$ cat src/rtl/avr_irq_pkg.sv
// Shared definitions for the AVR interrupt controller: register offsets, FSM states, ISTAT layout.
// The optional round-robin arbitration is enabled by defining IRQ_RR_EN.
package avr_irq_pkg;

  localparam logic [1:0] REG_IEN   = 2'd0;
  localparam logic [1:0] REG_IPEND = 2'd1;
  localparam logic [1:0] REG_IMODE = 2'd2;
  localparam logic [1:0] REG_ISTAT = 2'd3;

  localparam int ISTAT_FLAG_BIT = 7;
  localparam int ISTAT_PTR_LSB  = 4;
  localparam int PTR_W          = 3;

  typedef enum logic [1:0] {
    ST_IDLE   = 2'd0,
    ST_ACTIVE = 2'd1,
    ST_HOLD   = 2'd2
  } irq_state_e;

  // Line index following cur, wrapping back to 0 at nirq.
  function automatic logic [PTR_W-1:0] rr_next(input logic [PTR_W-1:0] cur,
                                               input int unsigned nirq);
    logic [PTR_W:0] inc;
    inc = {1'b0, cur} + 4'd1;
    return (inc >= 4'(nirq)) ? '0 : inc[PTR_W-1:0];
  endfunction

endpackage

$ cat src/rtl/avr_irq_pick.sv
// Combinational winner select: the first requesting line found when scanning
// upward from ptr (wrapping at NIRQ). With ptr tied to 0 this is fixed priority.
module avr_irq_pick
  import avr_irq_pkg::*;
#(
  parameter int NIRQ = 4,
  parameter int VW   = 2
) (
  input  logic [NIRQ-1:0]  req,
  input  logic [PTR_W-1:0] ptr,
  output logic             any,
  output logic [VW-1:0]    vect
);

  always_comb begin
    int idx;
    any  = 1'b0;
    vect = '0;
    idx  = 0;
    for (int k = 0; k < NIRQ; k++) begin
      idx = int'(ptr) + k;
      if (idx >= NIRQ) idx = idx - NIRQ;
      if (!any && req[idx]) begin
        any  = 1'b1;
        vect = VW'(idx);
      end
    end
  end

endmodule

$ cat src/rtl/avr_irq_ctrl.sv
// AVR interrupt controller: pending latches, enable mask, edge/level mode and a
// vector handshake FSM toward avr_core. Define IRQ_RR_EN for round-robin arbitration.
module avr_irq_ctrl
  import avr_irq_pkg::*;
#(
  parameter int NIRQ = 4,
  parameter int VW   = 2
) (
  input  logic            clk,
  input  logic            rst_n,
  input  logic            io_re,
  input  logic            io_we,
  input  logic [1:0]      io_a,
  input  logic [7:0]      io_di,
  output logic [7:0]      io_do,
  input  logic [NIRQ-1:0] irq_in,
  output logic            iflag,
  output logic [VW-1:0]   ivect,
  input  logic            ieack,
  input  logic [VW-1:0]   ieack_vect
);

  logic [NIRQ-1:0] ien_q, ien_d;
  logic [NIRQ-1:0] ipend_q, ipend_d;
  logic [NIRQ-1:0] imode_q, imode_d;
  logic [NIRQ-1:0] prev_q, prev_d;
  logic [NIRQ-1:0] w1c, ack_clr;

  irq_state_e      state_q, state_d;
  logic            iflag_q, iflag_d;
  logic [VW-1:0]   cur_vect_q, cur_vect_d;
  logic [PTR_W-1:0] rr_ptr;

  logic            ack_hit;
  logic            pick_any;
  logic [VW-1:0]   pick_vect;

  // Reads have no side effects; io_re only qualifies the bus transfer upstream.
  logic unused_inputs;
  assign unused_inputs = ^{io_re, io_di};

  assign ack_hit = (state_q == ST_ACTIVE) && ieack && (ieack_vect == cur_vect_q);

  always_comb begin
    ien_d   = ien_q;
    imode_d = imode_q;
    w1c     = '0;
    ack_clr = '0;
    prev_d  = irq_in;
    ipend_d = '0;
    if (io_we) begin
      case (io_a)
        REG_IEN:   ien_d   = io_di[NIRQ-1:0];
        REG_IPEND: w1c     = io_di[NIRQ-1:0];
        REG_IMODE: imode_d = io_di[NIRQ-1:0];
        default:   ;
      endcase
    end
    if (ack_hit && imode_q[cur_vect_q]) ack_clr[cur_vect_q] = 1'b1;
    // A new edge wins over a clear arriving in the same cycle.
    for (int i = 0; i < NIRQ; i++) begin
      if (imode_q[i])
        ipend_d[i] = (irq_in[i] & ~prev_q[i]) | (ipend_q[i] & ~(w1c[i] | ack_clr[i]));
      else
        ipend_d[i] = irq_in[i];
    end
  end

  always_ff @(posedge clk or negedge rst_n) begin
    if (!rst_n) begin
      ien_q   <= '0;
      ipend_q <= '0;
      imode_q <= '0;
      prev_q  <= '0;
    end else begin
      ien_q   <= ien_d;
      ipend_q <= ipend_d;
      imode_q <= imode_d;
      prev_q  <= prev_d;
    end
  end

  avr_irq_pick #(
    .NIRQ (NIRQ),
    .VW   (VW)
  ) u_pick (
    .req  (ipend_q & ien_q),
    .ptr  (rr_ptr),
    .any  (pick_any),
    .vect (pick_vect)
  );

  // The ACTIVE drop test looks at next-cycle pending/enable so a W1C or
  // IEN write takes iflag down on the following cycle.
  always_comb begin
    state_d    = state_q;
    iflag_d    = iflag_q;
    cur_vect_d = cur_vect_q;
    case (state_q)
      ST_IDLE: begin
        iflag_d = 1'b0;
        if (pick_any) begin
          state_d    = ST_ACTIVE;
          iflag_d    = 1'b1;
          cur_vect_d = pick_vect;
        end
      end
      ST_ACTIVE: begin
        if (ack_hit) begin
          state_d = ST_HOLD;
          iflag_d = 1'b0;
        end else if (!(ipend_d[cur_vect_q] && ien_d[cur_vect_q])) begin
          state_d = ST_IDLE;
          iflag_d = 1'b0;
        end
      end
      ST_HOLD: begin
        state_d = ST_IDLE;
        iflag_d = 1'b0;
      end
      default: begin
        state_d = ST_IDLE;
        iflag_d = 1'b0;
      end
    endcase
  end

  always_ff @(posedge clk or negedge rst_n) begin
    if (!rst_n) begin
      state_q    <= ST_IDLE;
      iflag_q    <= 1'b0;
      cur_vect_q <= '0;
    end else begin
      state_q    <= state_d;
      iflag_q    <= iflag_d;
      cur_vect_q <= cur_vect_d;
    end
  end

`ifdef IRQ_RR_EN
  logic [PTR_W-1:0] rr_ptr_q, rr_ptr_d;

  always_comb begin
    rr_ptr_d = rr_ptr_q;
    if (ack_hit) rr_ptr_d = rr_next(PTR_W'(cur_vect_q), NIRQ);
  end

  always_ff @(posedge clk or negedge rst_n) begin
    if (!rst_n) rr_ptr_q <= '0;
    else        rr_ptr_q <= rr_ptr_d;
  end

  assign rr_ptr = rr_ptr_q;
`else
  assign rr_ptr = '0;
`endif

  always_comb begin
    io_do = 8'h00;
    case (io_a)
      REG_IEN:   io_do[NIRQ-1:0] = ien_q;
      REG_IPEND: io_do[NIRQ-1:0] = ipend_q;
      REG_IMODE: io_do[NIRQ-1:0] = imode_q;
      default: begin
        io_do[ISTAT_FLAG_BIT]            = iflag_q;
        io_do[ISTAT_PTR_LSB +: PTR_W]    = rr_ptr;
        io_do[VW-1:0]                    = cur_vect_q;
      end
    endcase
  end

  assign iflag = iflag_q;
  assign ivect = cur_vect_q;

endmodule

$ cat config.mk
export PLATFORM = sky130hd
export DESIGN_NAME = avr_irq_ctrl
export DESIGN_NICKNAME = d
export VERILOG_FILES = /design/src/rtl/avr_irq_pkg.sv /design/src/rtl/avr_irq_pick.sv /design/src/rtl/avr_irq_ctrl.sv
export SDC_FILE = /design/constraint.sdc
export NUM_CORES = 1
export LEC_CHECK = 0
export CELL_PAD_IN_SITES_DETAIL_PLACEMENT = 1
export CELL_PAD_IN_SITES_GLOBAL_PLACEMENT = 1
export CORE_MARGIN = 2
export CORE_UTILIZATION = 37
export DETAILED_ROUTE_END_ITERATION = 10
export PLACE_DENSITY_LB_ADDON = 0.1
export SYNTH_ARGS = -nofsm -noshare
export SYNTH_HDL_FRONTEND = slang
export SYNTH_SLANG_ARGS = --single-unit
$ cat constraint.sdc
create_clock -name clk -period 2.4 [get_ports clk]
set_input_delay 0.24 -clock clk [delete_from_list [all_inputs] [get_ports clk]]
set_output_delay 0.24 -clock clk [all_outputs]
set_load 0.02 [all_outputs]
==> out/metrics.sh, run 1 <==
STATUS='complete, no violations'
SYN-MEAN-INSTANCE-AREA_SQ_UM=11.7
POSTLAYOUTCELLAREA_SQ_UM=1530
WIRELENGTH_MM=3.09
YS_SEQ_ELEMENTS=21
SETUP_VIOLATIONS=0
ANTENNA_CELLS_INSERTED=0
PATH_CELLS='clkdlybuf4s50_1 -> buf_4 -> nor2b_1 -> nand2_1 -> o21ai_0 -> clkdlybuf4s50_1'
CPLARGESTDELAYFAMILY='buffers and inverters'
POST_ROUTE_CELLS_DRIVE_ABOVE_1_SHARE_PCT=19.5
GRT_PASS1_WL_MM=4.98
SEQ_AREA_FRAC_SYNTH_PCT=42.9
DIE_H_MICRONS=61.6
TIMING.CRITICAL_PATH.FROM_TYPE='input port'
SYNTH_XOR_AREA_SHARE_PCT=1.43
CP_DATA_REQUIRED_TIME_NS=2.16
ROWS=20
MAXCAPVIOLATIONS=0
SYN_TO_FINAL_GROWTH_PCT=24.8
HOLD_BUFFERS=0
WL_PER_CELL_MICRONS=17.5
TRITONCTS='yes'
CTSLONGESTPATHBUFFERS=2
RSZ0062_AT_GRT='no'
STARTING_DRC_COUNT_IN_DETAILED_ROUTING=41
GRT_MAX_DEGREE=22
DETAILEDPLACEMENTHPWL_MM=2.32
SYNTHESIS.AREA_SQ_UM=1230
POWER.IR.VDD_WORST_mV=0.325
CTS-BUFFERS-INSERTED=3
ASYNC_RESET_FF_SHARE_PCT=100
P_LEAK_nW=0.644
VIAS_PER_CELL=5.64
ROUTE.ANTENNA.REMAINING_NETS=0
SYNTH_COMPOUND_GATE_AREA_SHARE_PCT=14.5
CTS_ROOT_BUF='sky130_fd_sc_hd__clkbuf_4'
FIRST_GLOBAL_VIAS=1001
CTS_RESIZED=0
SYNTH-EDFF-COUNT=0
PATH_COMMON_CELL='sky130_fd_sc_hd__clkdlybuf4s50_1'
DRC_ERRORS=0
CRIT_TYPE='in2out'
YOSYS.AREA_SHARE.SIMPLE_PCT=14.5
PLACED_CELL_AREA_SQ_UM=1500
SETUP_TOTAL_NEGATIVE_SLACK_NS=0
CLOCK_SINKS=21
INITIAL_CORE_UTIL_PCT=39.5
GRTUSAGETOTAL_PCT=18.5
POST_SYNTH_ADDER_CELL_AREA_PCT=0
ROUTE.VIAS.TOTAL=999
GPL.FINAL_WEIGHTED_CONGESTION=0.794
GRT_ANTENNA_BEFORE_REPAIR=0
DIE-WIDTH_MICRONS=61.6
SYNTH.YOSYS.WARNINGS=0
CRITICAL-PATH-SLOWEST-CELL='sky130_fd_sc_hd__clkdlybuf4s50_1'
GLOBAL_ROUTE_OVERFLOW=0
YOSYS.CELL_TYPES.COUNT=36
CTS-HTREE-LEVELS=1
CLOCK_LATENCY_ON_THE_WORST_SKEW_PAIR_NS=0.32
FIRST_PASS_ITERS=4
CRITPATHARRIVALTIME_NS=2.02
IOS=32
POWER_DENSITY_nW_PER_UM2=845
POST-LAYOUT-TOTAL-POWER_mW=1.29
DIE_AREA_SQ_UM=3790
CLKSLEWWORSTSETUPHOLDPATHS_NS=0.13
SLEW_VIOLATIONS=0
MUX_CONTRIBUTION_TO_SYNTHESIZED_AREA_PCT=21.1
CRIT_BUF_INV=3
SYNTH_TOP_FAMILY_BY_AREA='multiplexers'
CORE-AREA_SQ_UM=3100
SYNTH_TOP_FLOP_CELL='sky130_fd_sc_hd__dfrtp_1'
SYNTH.TOP_CELLS.BY_AREA='sky130_fd_sc_hd__dfrtp_1 43%, sky130_fd_sc_hd__mux4_1 8.6%, sky130_fd_sc_hd__mux2_2 8.3%, sky130_fd_sc_hd__nand2_1 4.0%, sky130_fd_sc_hd__nand2b_1 3.1%'
FINAL_HOLD_VIOL_COUNT=0
TIMING.CRITICAL_PATH.FANOUT_MAX=5
YOSYS_TOP_CELL_BY_AREA='sky130_fd_sc_hd__dfrtp_1'
POST-SYNTH-TOP-AREA-FRACTION_PCT=42.9
FINAL_MIN_PERIOD_OVER_CLOCK_PERIOD_PCT=94.2
TIME_THE_WORST_PATH_NEEDS_WITH_I_O_DELAYS_AND_SETUP_NS=2.26
CTS_SETUP_BUFFERS=0
FIN_NETS=155
WORST_PATH_LARGEST_CELL_DELAY_NS=0.66
FINCLKSKEW_NS=0.00687
SYNTH_CELLS=105
PORT_BUFFERS=23
MAXCLOCKFREQUENCY_GHz=0.442
END_KIND='output pin'
HP-CLASS='in2async'
-- cell usage in the layout (no fill, tap or decap), types with 2 or more instances in the layout --
| cell | count |
|---|---|
| sky130_fd_sc_hd__a21bo_2 | 3 |
| sky130_fd_sc_hd__a21oi_1 | 6 |
| sky130_fd_sc_hd__and3_1 | 2 |
| sky130_fd_sc_hd__and3b_1 | 2 |
| sky130_fd_sc_hd__buf_4 | 6 |
| sky130_fd_sc_hd__clkbuf_4 | 3 |
| sky130_fd_sc_hd__clkdlybuf4s50_1 | 23 |
| sky130_fd_sc_hd__conb_1 | 3 |
| sky130_fd_sc_hd__dfrtp_1 | 21 |
| sky130_fd_sc_hd__mux2_2 | 9 |
| sky130_fd_sc_hd__mux2i_1 | 3 |
| sky130_fd_sc_hd__mux4_1 | 4 |
| sky130_fd_sc_hd__nand2_1 | 13 |
| sky130_fd_sc_hd__nand2b_1 | 6 |
| sky130_fd_sc_hd__o21ai_0 | 6 |
| sky130_fd_sc_hd__xnor2_1 | 2 |
-- cell type report --
cell class              count  area, sq um
multi-input cells          78          643
flip-flops and latches     21          526
clock inverters             1         5.00
repair buffers             29          275
inverters                   1         3.75
clock buffers               3         22.5
well taps                  44         55.1
fillers                   375         1570
-- registers in the layout (all words and copies together) (netlist names) --
register,flops
imode_q,4
prev_q,4
state_q,2
ien_q,4
iflag,1
ivect,2
ipend_q,4
-- cell usage after synthesis (2+ instances only) --
| master | instances |
|---|---|
| sky130_fd_sc_hd__dfrtp_1 | 21 |
| sky130_fd_sc_hd__nand2_1 | 13 |
| sky130_fd_sc_hd__mux2_2 | 9 |
| sky130_fd_sc_hd__a21oi_1 | 6 |
| sky130_fd_sc_hd__nand2b_1 | 6 |
| sky130_fd_sc_hd__o21ai_0 | 6 |
| sky130_fd_sc_hd__mux4_1 | 4 |
| sky130_fd_sc_hd__a21bo_2 | 3 |
| sky130_fd_sc_hd__buf_4 | 3 |
| sky130_fd_sc_hd__buf_6 | 3 |
| sky130_fd_sc_hd__mux2i_1 | 3 |
| sky130_fd_sc_hd__and3_1 | 2 |
| sky130_fd_sc_hd__and3b_1 | 2 |
| sky130_fd_sc_hd__xnor2_1 | 2 |
-- per-stage QoR --
stage	cells	setup slack [ns]	hold WS, ns	util, %
6_report	177	0.139	0.247	49.3
5_1_grt	177	0.0611	0.269	49.3
4_1_cts	177	0.120	0.260	49.3
3_5_place_dp	173	0.0626	0.536	48.4
3_3_place_gp	173	0.116	0.525	48.4
2_1_floorplan	107	0.554	-0.0556	-
-- worst paths after layout --
kind,cells after the start,slack (ns),to,from
worst max-delay path,6,0.14,io_do[2],io_a[0]
worst min-delay path,2,0.25,imode_q[0],rst_n
max in group asynchronous,2,1.92,ivect[1],rst_n
worst max register to register,5,0.41,iflag,ivect[1]
worst min register to register,2,0.55,ipend_q[1],prev_q[1]
min in group clk,1,0.37,prev_q[2],irq_in[2]
-- power breakdown --
part           switching (mW)  internal, mW  total, mW
sequential              0.138         0.431      0.569
clock                   0.120        0.0624      0.182
combinational           0.240         0.302      0.543
-- worst reg2reg max path, delay by kind of cell (launching register included) --
family          cells  cell delay, ns
flops               1            0.63
simple gates        2            0.48
mux                 1            0.58
compound gates      2            0.25
-- cells by family after synthesis --
logic type                Yosys count
DFF                                21
xor gates and xnor gates            2
buffers and inverters               8
muxes                              17
AOI/OAI and AO/OA                  26
other                               1
and+or+nand+nor                    30
-- metal layers --
metal	global-route usage [%]	share of wire (%)
met4	5.47	0.23
met1	23.9	44
met3	3.57	6.0
met5	0	0
met2	31.3	50
Power figures use the tool's default switching activity.
==> run 2: changes to the inputs <==
- CORE_MARGIN: 2 -> not set
- CORE_UTILIZATION: 37 -> 27
- HOLD_SLACK_MARGIN: not set -> 0.05
==> run 2 against run 1 <==
  * Setup slack worse by 0.0043 ns
  * Fmax down 0.19%
  * First-iteration DRC count up 7.3%
  * Sequential power down 3%
  * Clock-buffer cell count unchanged
  * Clock skew down 0.0030 ns
  * Largest power group is now combinational logic
==> out/metrics.sh, run 2 (synthesized netlist as in run 1, its figures left out) <==
FINCLKSKEW_NS=0.00385  # was 0.00687 ns
MAXCAPVIOLATIONS=0  # unchanged
GRT_ANTENNA_BEFORE_REPAIR=0  # unchanged
DRC_ERRORS=0  # unchanged
TIME_THE_WORST_PATH_NEEDS_WITH_I_O_DELAYS_AND_SETUP_NS=2.27  # was 2.26 ns
SETUP_TOTAL_NEGATIVE_SLACK_NS=0  # unchanged
MAXCLOCKFREQUENCY_GHz=0.441  # was 0.442 GHz
CTS_SETUP_BUFFERS=0  # unchanged
FIRST_PASS_ITERS=4  # unchanged
END_KIND='output pin'  # unchanged
POST-PLACE-CELLS=181  # was 173
TIMING.CRITICAL_PATH.FANOUT_MAX=5  # unchanged
CTS-BUFFERS-INSERTED=3  # unchanged
HOLD-WORST-SLACK_NS=0.315  # was 0.247 ns
WL_PER_CELL_MICRONS=16.9  # was 17.5 microns
SLEW_VIOLATIONS=0  # unchanged
P_LEAK_nW=0.653  # was 0.644 nW
GLOBAL_ROUTE_OVERFLOW=0  # unchanged
CTSLONGESTPATHBUFFERS=2  # unchanged
FIRST_GLOBAL_VIAS=982  # was 1001
ROWS=24  # was 20
ROUTE.ANTENNA.REMAINING_NETS=0  # unchanged
GRT_PASS1_WL_MM=5.21  # was 4.98 mm
SETUP_VIOLATIONS=0  # unchanged
DETAILEDPLACEMENTHPWL_MM=2.44  # was 2.32 mm
CTS_ROOT_BUF='sky130_fd_sc_hd__clkbuf_8'  # was sky130_fd_sc_hd__clkbuf_4
VIAS_PER_CELL=5.09  # was 5.64
RSZ0062_AT_GRT='no'  # unchanged
PATH_CELLS='clkdlybuf4s50_1 -> mux4_1 -> clkdlybuf4s50_1'  # was clkdlybuf4s50_1 -> buf_4 -> nor2b_1 -> nand2_1 -> o21ai_0 -> clkdlybuf4s50_1
CLOCK_SINKS=21  # unchanged
DIE_AREA_SQ_UM=4810  # was 3790 sq um
POSTLAYOUTCELLAREA_SQ_UM=1560  # was 1530 sq um
CORE-AREA_SQ_UM=4350  # was 3100 sq um
WIRELENGTH_MM=3.13  # was 3.09 mm
POST_ROUTE_CELLS_DRIVE_ABOVE_1_SHARE_PCT=19.5  # unchanged
CP_DATA_REQUIRED_TIME_NS=2.16  # about the same
HP-CLASS='in2async'  # unchanged
STARTING_DRC_COUNT_IN_DETAILED_ROUTING=44  # was 41
PLACED_CELL_AREA_SQ_UM=1510  # was 1500 sq um
LAYOUT.CELLS.MOST_COMMON_LIST='23 x sky130_fd_sc_hd__clkdlybuf4s50_1, 21 x sky130_fd_sc_hd__dfrtp_1, 13 x sky130_fd_sc_hd__nand2_1'  # unchanged
FINAL_HOLD_VIOL_COUNT=0  # unchanged
FIN_CELLS=185  # was 177
POWER_DENSITY_nW_PER_UM2=880  # was 845 nW/um^2
GPL.FINAL_WEIGHTED_CONGESTION=0.737  # was 0.794
TIMING.CRITICAL_PATH.FROM_TYPE='input port'  # unchanged
CRITICAL-PATH-SLOWEST-CELL='sky130_fd_sc_hd__clkdlybuf4s50_1'  # unchanged
STATUS='complete, no violations'  # unchanged
CLKSLEWWORSTSETUPHOLDPATHS_NS=0.08  # was 0.13 ns
WORST_PATH_LARGEST_CELL_DELAY_NS=0.62  # was 0.66 ns
ROUTE.VIAS.TOTAL=942  # was 999
CRIT_TYPE='in2out'  # unchanged
UTIL_AFTER_LAYOUT_PCT=35.8  # was 49.3%
DIE_H_MICRONS=69.4  # was 61.6 microns
IOS=32  # unchanged
PATH_COMMON_CELL='sky130_fd_sc_hd__clkdlybuf4s50_1'  # unchanged
CLOCK_LATENCY_ON_THE_WORST_SKEW_PAIR_NS=0.26  # was 0.32 ns
CTS-HTREE-LEVELS=1  # unchanged
CRITPATHARRIVALTIME_NS=2.03  # was 2.02 ns
ANTENNA_CELLS_INSERTED=0  # unchanged
GRTUSAGETOTAL_PCT=14.1  # was 18.5%
DIE-WIDTH_MICRONS=69.4  # was 61.6 microns
CTS_RESIZED=0  # unchanged
INITIAL_CORE_UTIL_PCT=28.2  # was 39.5%
FINAL_MIN_PERIOD_OVER_CLOCK_PERIOD_PCT=94.4  # was 94.2%
FIN_NETS=155  # unchanged
PORT_BUFFERS=23  # unchanged
TRITONCTS='yes'  # unchanged
POWER.IR.VDD_WORST_mV=0.240  # was 0.325 mV
HOLD_BUFFERS=0  # unchanged
FINAL_COMMON_CELL='sky130_fd_sc_hd__clkdlybuf4s50_1'  # unchanged
GRT_MAX_DEGREE=22  # unchanged
SYN_TO_FINAL_GROWTH_PCT=27.1  # was 24.8%
-- run 2: cell counts in the layout (fill, tap and decap cells not counted) --
No cell type changed its count.
-- run 2: final cells by class --
type	instances	area [sq um]
inverters	1	3.75
repair buffers	29	275
well taps	52	65.1
multi-input cells	78	643
flip-flops and latches	21	526
clock inverters	1	5.00
fillers	495	2800
clock buffers	3	41.3
-- run 2: critical path, delay by kind of cell --
kind	cells	cell delay (ns)
buffers and inverters	2	1.17
multiplexers	1	0.61
-- run 2: power by group --
| part | switching, mW | internal, mW |
|---|---|---|
| logic | 0.266 | 0.318 |
| registers | 0.118 | 0.432 |
| clock network | 0.122 | 0.116 |
| total | 0.506 | 0.866 |
-- run 2: per-stage QoR --
step	total power, mW	worst slack, ns
3_5_place_dp	1.15	0.0722
4_1_cts	1.39	0.123
6_report	1.37	0.135
5_1_grt	1.47	0.0882
2_1_floorplan	0.920	0.554
3_3_place_gp	1.14	0.0759
-- run 2: path summary, 6_finish.rpt --
check	from	end	slack, ns	depth (start not counted)
max	io_a[1]	io_do[1]	0.13	3
min	rst_n	imode_q[0]	0.31	2
max reg2reg	ivect[1]	iflag	0.44	5
min reg2reg	prev_q[1]	ipend_q[1]	0.54	2
max in group asynchronous	rst_n	ien_q[3]	1.86	2
min in group clk	irq_in[2]	prev_q[2]	0.43	1
-- run 2: per-layer routing --
| metal | global-route usage, % | vias to the layer above | wire length (microns) |
|---|---|---|---|
| met2 | 23.1 | 16 | 1570 |
| met1 | 18.6 | 479 | 1410 |
| met4 | 4.08 | 0 | 25 |
| met3 | 3.34 | 4 | 128 |
| met5 | 0 | - | 0 |
| li1 | - | 443 | - |
